$ cat src/rtl/seq_8by4_divider.sv
// Sequential restoring divider: 8-bit dividend / 4-bit divisor, one quotient
// bit per clock, start/busy/done handshake.
//
// Ports:
//   clk, rst          clock and synchronous active-high reset
//   start             request, sampled only while busy=0
//   dividend[7:0]     unsigned dividend, captured on the accepted start edge
//   divisor[3:0]      unsigned divisor, captured on the accepted start edge
//   busy              high while iterating
//   done              one-cycle pulse, results and flags valid
//   quotient[3:0]     result quotient, held until the next result
//   remainder[3:0]    result remainder, held until the next result
//   div_by_zero       last captured divisor was 0
//   overflow          true quotient exceeded 15 with a non-zero divisor
module seq_8by4_divider (
    input  logic       clk,
    input  logic       rst,
    input  logic       start,
    input  logic [7:0] dividend,
    input  logic [3:0] divisor,
    output logic       busy,
    output logic       done,
    output logic [3:0] quotient,
    output logic [3:0] remainder,
    output logic       div_by_zero,
    output logic       overflow
);

    typedef enum logic [1:0] {
        IDLE,
        CALC,
        DONE
    } state_t;

    state_t state, state_nx;

    logic [3:0] r_q;
    logic [3:0] q_q;
    logic [3:0] d_q;
    logic [1:0] cnt;

    logic       accept;
    logic       err_z;
    logic       err_o;
    logic [4:0] t;
    logic [4:0] diff;
    logic       ge;
    logic [3:0] r_nx;
    logic [3:0] q_nx;

    assign accept = start && (state != CALC);
    assign err_z  = (divisor == 4'd0);
    // The high nibble already being >= D means the quotient cannot fit in 4 bits.
    assign err_o  = (dividend[7:4] >= divisor);

    // One restoring step: shift the next dividend bit into the partial remainder.
    always_comb begin
        t    = {r_q, q_q[3]};
        diff = t - {1'b0, d_q};
        ge   = (t >= {1'b0, d_q});
        r_nx = ge ? diff[3:0] : t[3:0];
        q_nx = {q_q[2:0], ge};
    end

    always_ff @(posedge clk) begin
        if (rst) state <= IDLE;
        else     state <= state_nx;
    end

    always_comb begin
        state_nx = state;
        busy     = 1'b0;
        done     = 1'b0;
        case (state)
            CALC: begin
                busy = 1'b1;
                if (cnt == 2'd3) state_nx = DONE;
            end
            DONE: begin
                done = 1'b1;
                if (accept) state_nx = (err_z || err_o) ? DONE : CALC;
                else        state_nx = IDLE;
            end
            default: begin
                if (accept) state_nx = (err_z || err_o) ? DONE : CALC;
            end
        endcase
    end

    always_ff @(posedge clk) begin
        if (rst) begin
            r_q         <= 4'd0;
            q_q         <= 4'd0;
            d_q         <= 4'd0;
            cnt         <= 2'd0;
            quotient    <= 4'd0;
            remainder   <= 4'd0;
            div_by_zero <= 1'b0;
            overflow    <= 1'b0;
        end else if (state == CALC) begin
            r_q <= r_nx;
            q_q <= q_nx;
            cnt <= cnt + 2'd1;
            if (cnt == 2'd3) begin
                quotient  <= q_nx;
                remainder <= r_nx;
            end
        end else if (accept) begin
            d_q <= divisor;
            if (err_z) begin
                div_by_zero <= 1'b1;
                overflow    <= 1'b0;
                quotient    <= 4'hF;
                remainder   <= 4'h0;
            end else if (err_o) begin
                div_by_zero <= 1'b0;
                overflow    <= 1'b1;
                quotient    <= 4'hF;
                remainder   <= 4'h0;
            end else begin
                div_by_zero <= 1'b0;
                overflow    <= 1'b0;
                r_q         <= dividend[7:4];
                q_q         <= dividend[3:0];
                cnt         <= 2'd0;
            end
        end
    end

endmodule

$ cat config.mk
export PLATFORM = sky130hd
export DESIGN_NAME = seq_8by4_divider
export DESIGN_NICKNAME = d
export VERILOG_FILES = /design/src/rtl/seq_8by4_divider.sv
export SDC_FILE = /design/constraint.sdc
export NUM_CORES = 1
export LEC_CHECK = 0
export ABC_AREA = 1
export CORE_MARGIN = 4
export CORE_UTILIZATION = 35
export CTS_CLUSTER_SIZE = 40
export DETAILED_ROUTE_END_ITERATION = 8
export PLACE_DENSITY = 0.64
export SLEW_MARGIN = 10
export SYNTH_ARGS = -nofsm -noshare
export SYNTH_HDL_FRONTEND = slang
export SYNTH_SLANG_ARGS = --single-unit
$ cat constraint.sdc
create_clock -name clk -period 2.75 [get_ports clk]
set_input_delay 0.55 -clock clk [delete_from_list [all_inputs] [get_ports clk]]
set_output_delay 0.55 -clock clk [all_outputs]
set_load 0.03 [all_outputs]
## After elaboration in Yosys (flattened, before gate mapping)

Index checks and enable logic that the tools add are counted.

| cells by class | value |
|---|---|
| eq/ne operators | 7 |
| mux-type cells | 33 |
| $add $sub $neg | 2 |
| $lt $le $gt $ge | 2 |
| reduce and logical (&&, ||, !) cells | 10 |
| bitwise logic cells | 1 |

Operator list:

| cell | count |
|---|---|
| $mux W4 | 19 |
| $mux W2 | 8 |
| $ne A2 B1 Y1 const B | 3 |
| $reduce_and A3 Y1 | 2 |
| $reduce_bool A3 Y1 | 2 |
| $ge A5 B4 Y1 | 1 |
| $mux W1 | 5 |
| $eq A2 B2 Y1 const B | 2 |
| $ge A4 B4 Y1 | 1 |
| $logic_not A4 Y1 | 1 |
| $pmux W2 S2 | 1 |
| $reduce_and A2 Y1 | 2 |
| $sub A4 B4 Y4 | 1 |
| $add A2 B1 Y2 const B | 1 |
| $eq A2 B1 Y1 const B | 1 |
| $ne A2 B2 Y1 const B | 1 |
| $reduce_bool A2 Y1 | 1 |
| $logic_and A1 B1 Y1 | 1 |
| $logic_or A1 B1 Y1 | 1 |
| $not A1 Y1 | 1 |

| storage, ports and cells | value |
|---|---|
| bits in registers | 26 |
| logic and storage cells | 64 |

## Logic depth before layout (Yosys ltp)

| logic depth | value |
|---|---|
| word-level depth | 5 |
| depth in mapped cells | 12 |
| mapped depth without buffers | 12 |

## Worst setup path after synthesis

Ideal clock, no wire load.

| timing path | value |
|---|---|
| path type | input to register |
| start point | in divisor[3] |
| end point | reg quotient[1] |
| stages | 8 |
| setup slack | 1.052 ns |
| library setup time | 0.114 ns |
| data arrival time | 1.584 ns |
| cell sequence | inv_1 > ha_1 > a21oi_4 > nand4_4 > nand2_4 > nand2_4 > o21bai_1 > inv_1 |

| between the ends | value |
|---|---|
| longest elaborated chain between the ends | 4 |

RTL lines:

| element | RTL line | RTL |
|---|---|---|
| start: declaration | 20 | `input logic [3:0] divisor,` |
| branches (longest 4 deep; another with $ge A4 B4 Y1) | -- |  |
| end signal: assignment | 105 | `quotient <= q_nx;` |
| end: declaration | 23 | `output logic [3:0] quotient,` |

Parallel ways; which one is timed is not known. The select of a mux whose other input is x is not followed.
A chain may end at the register's enable or synchronous reset.

## Worst setup path in the final report

| timing path | value |
|---|---|
| start point | reg state[0] |
| end point | out done |

| between the ends | value |
|---|---|
| longest elaborated chain between the ends | 2 |

RTL lines:

| element | RTL line | RTL |
|---|---|---|
| start: declaration | 35 | `state_t state, state_nx;` |
| start signal: assignment | 67 | `else state <= state_nx;` |
| $eq A2 B2 Y1 | 74 | `case (state)` |
| $mux W1 | 74 |  |
| end: declaration | 22 | `output logic done,` |

No other way between the ends.

==> results by stage <==
Run status:
- The run finished with clean final reports.

Clock tree:
- The number of buffers inserted by hold repair at cts is 0.
- The clock edge transition at the registers on the reported setup and hold paths is 0.09 ns.
- The TritonCTS clock tree is done.
- In this run, CTS created clock tree buffers numbering 3.
- Once the clock tree was built, the setup fixing pass inserted 0 buffers.
- The post-cts resize count is 0.
- The clock root buffer is clkbuf_8.
- The later pin in the worst-skew pair is clocked with a latency of ~0.27 ns.
- The maximum level of the CTS H-tree is 1.
- The TritonCTS sink count is 26.
- The clock passes through at most 2 buffers.

Timing:
- In this run the tightest slew margin relative to its limit is 0.5761.
- The slew at the pin with the worst max-slew slack is around 0.64 ns.
- After routing, the total negative slack on setup checks comes to 0 ns.
- In the finished design, the share of the clock period the worst path needs comes to 0.7643.
- The worst-case clock skew is 0.001624 ns.
- The final count of pins violating max slew is 0.
- Subtracting the final worst setup slack from the clock period gives between 2 and 2.5 ns.
- The final number of hold-violating endpoints is 0.
- Setup repair after global routing left no endpoint under its margin.
- For this run, the top clock speed supported by timing is 475.8 MHz.
- Setup violations remaining at the end of the flow were counted as 0.

Route:
- Using the TritonRoute via totals, the vias-per-cell ratio works out to about 4.5.
- Detailed routing placed a total of ~150 um of wire on met3.
- The met2 layer wire length in the routed design is roughly 1500 um.
- After detailed routing, no signal wire sits above met4.
- The first detailed-routing pass took 4 iterations.
- The average wire per cell in the routed design is between 10 and 15 um.
- After the first detailed-routing iteration, the DRC count stood at 64.
- Summing over every cut layer, the via total after detailed routing is roughly 1500.
- After detailed routing, the total wire length is 3445 um.
- The met1 routed wirelength after detailed routing is 1769 um.
- In the routed design, unresolved DRC markers number 0.
- The count of nets left with antenna violations after detail routing is 0.

Floorplanning:
- 27 I/O pins were placed.
- The floorplan step defined a core boundary enclosing between 4000 and 5000 um^2.
- In this run the vertical extent of the chip is between 70 and 80 um.
- The die covers between 6000 and 7000 um^2.
- The initial standard-cell utilization of the core is 0.3592.
- The count of standard-cell rows is 25.
- The die boundary width is 77.63 um.

Yosys:
- The area of the mapped netlist is 1697 um^2.
- The number of unique standard cell types used by synthesis is 29.
- The post-synthesis average cell area is a little under 7 um^2.
- Counting every net in the synthesized netlist gives 276.
- The register bit count reported by yosys is 26.
- The part of the Yosys area used for sequential elements is 0.3068.
- Counting every instance in the synthesized netlist gives roughly 250.
- The count of warnings emitted by yosys is 0.

Cells and area:
- Leaving out fill and tap cells, the most frequent cell in the layout is nand2_1.
- From synthesis to final layout, the design area changed by 21.90%.
- The number of fill cells in the layout is slightly above 500.
- The number of antenna cells inserted is 0.
- In the layout the commonest cells are nand2_1, inv_1, nor2_1, dfxtp_1, clkdlybuf4s50_1.
- The final net count is 301.
- The post-layout utilization of the core is 0.4379.
- The share of post-route cells with drive strength above 1 is 0.09524.

GRT:
- The global-route usage over all layers is 0.1231.
- The first global-routing pass estimated 6106 um of wire.
- The leftover overflow at the end of global routing is 0.
- The maximum number of pins on one net before global-route repair is 26.
- The initial antenna violation count was 0.
- The number of global-route vias before repair is between 1000 and 1500.

Setup path:
- The kind of cell adding the most delay to the critical path is buffers and inverters.
- The number of buffer and inverter instances along the worst setup path is 2.
- The critical path start-end classification is reg -> out.
- The biggest cell delay along the critical path is 0.69 ns.
- In this run the worst path has a maximum fanout of 3.
- The slowest stage of the critical path is the clkdlybuf4s50_1 cell.
- Traced cell by cell, the critical path runs through inv_1, ha_1, clkdlybuf4s50_1.
- For the worst setup path, the data required time is between 2 and 2.5 ns.
- The critical path startpoint category is a flip-flop.
- The arrival time of data at the critical path endpoint is roughly 1.6 ns.
- The nature of the critical path endpoint is an output port.

Placed design:
- The detailed placement HPWL is between 2000 and 3000 um.
- The port buffer count is 26.
- The placer congestion estimate is approximately 0.81.

Flow run:
- The count of max-cap constraint violations is 0.

Worst hold path:
- The worst hold-check path type is reg -> reg.

Power and ir drop:
- The reported leakage power is between 1 and 1.5 nW.
- The maximum VDD drop is around 0.24 mV.
- The power per standard cell area is 636.4 nW/um^2.
final timing paths:
check,slack [ns],cells past startpoint,end,startpoint
setup / recovery,0.65,3,done,state[0]
hold reg to reg,0.47,2,quotient[3],quotient[3]
setup reg to reg,0.99,9,state[1],state[1]
hold / removal,0.47,2,quotient[3],quotient[3]
layout make-up:
| class | instances | area, um^2 | share of cell area |
|---|---|---|---|
| flip-flops and latches | 26 | 520.5 | 0.2517 |
| multi-input cells | 172 | 954.7 | 0.4616 |
| inverters | 44 | 170.2 | 0.08227 |
| well taps | 67 | 83.83 | 0.04053 |
| clock inverters | 1 | 30.03 | 0.01452 |
| repair buffers | 27 | 267.8 | 0.1295 |
| clock buffers | 3 | 41.29 | 0.01996 |
cells in the mapped netlist:
master / n / area [um^2]
o21bai_1: 3 / 22.52
xnor2_1: 1 / 8.760
nand3b_1: 1 / 7.510
clkbuf_8: 1 / 13.76
nand4_4: 2 / 42.54
inv_4: 2 / 12.51
nand2_4: 2 / 22.52
nor2_2: 1 / 6.260
nand3_1: 19 / 95.09
nor2_4: 2 / 22.52
a21oi_2: 1 / 8.760
o21ai_0: 11 / 55.05
nor2_1: 34 / 127.6
nand3_2: 1 / 10.01
fa_1: 1 / 20.02
buf_4: 1 / 7.510
buf_6: 1 / 11.26
a21oi_4: 1 / 16.27
inv_1: 39 / 146.4
inv_2: 3 / 11.26
ha_1: 11 / 137.6
buf_2: 3 / 15.01
nand2_1: 58 / 217.7
a21oi_1: 8 / 40.04
clkbuf_1: 1 / 3.750
nand4_1: 9 / 56.30
dfxtp_1: 26 / 520.5
nand2_2: 5 / 31.28
or2_2: 1 / 6.260
layer usage:
layer  vias up  global-route usage
li1        828                   -
met1       658              0.1612
met2        31              0.1969
met3         4             0.03248
met4         0             0.03737
met5         -                   0
worst min-delay path, cell delays in order, from the launching register on:
cell and delay (ns):
dfxtp_1 0.34, o21bai_1 0.07, inv_1 0.04
sequential cells by signal, summed over array words and instances, names as in the netlist:
register and count:
d_q 4, cnt 2, quotient 4, r_q 4, state 2, remainder 4, q_q 4, div_by_zero 1
overflow 1
cell families (layout without fill, tap and decap cells):
kind of cell,after synthesis,count (layout),share of synthesized area
compound gates,24,24,0.08407
xor+xnor,1,1,0.005163
flops,26,26,0.3068
buf+inv,51,75,0.1305
simple gates,135,135,0.3805
fa+ha+maj,12,12,0.09292
per-stage QoR:
step	setup slack (ns)	power (mW)	cell area, um^2	cells	hold slack [ns]
detailed placement	0.4352	1.011	1997	336	0.4542
floorplan	1.052	0.8787	1697	249	0.4547
CTS	0.6333	1.330	2068	340	0.4767
global placement	0.4422	1.003	1997	336	0.4466
finish	0.6482	1.316	2068	340	0.4688
global route	0.5541	1.426	2068	340	0.5152
report_power, final:
part	internal (mW)	switching [mW]
sequential	0.432	0.0331
combinational	0.204	0.329
clock	0.195	0.123
total	0.831	0.485
No activity file was read; power rests on OpenSTA's default activity.
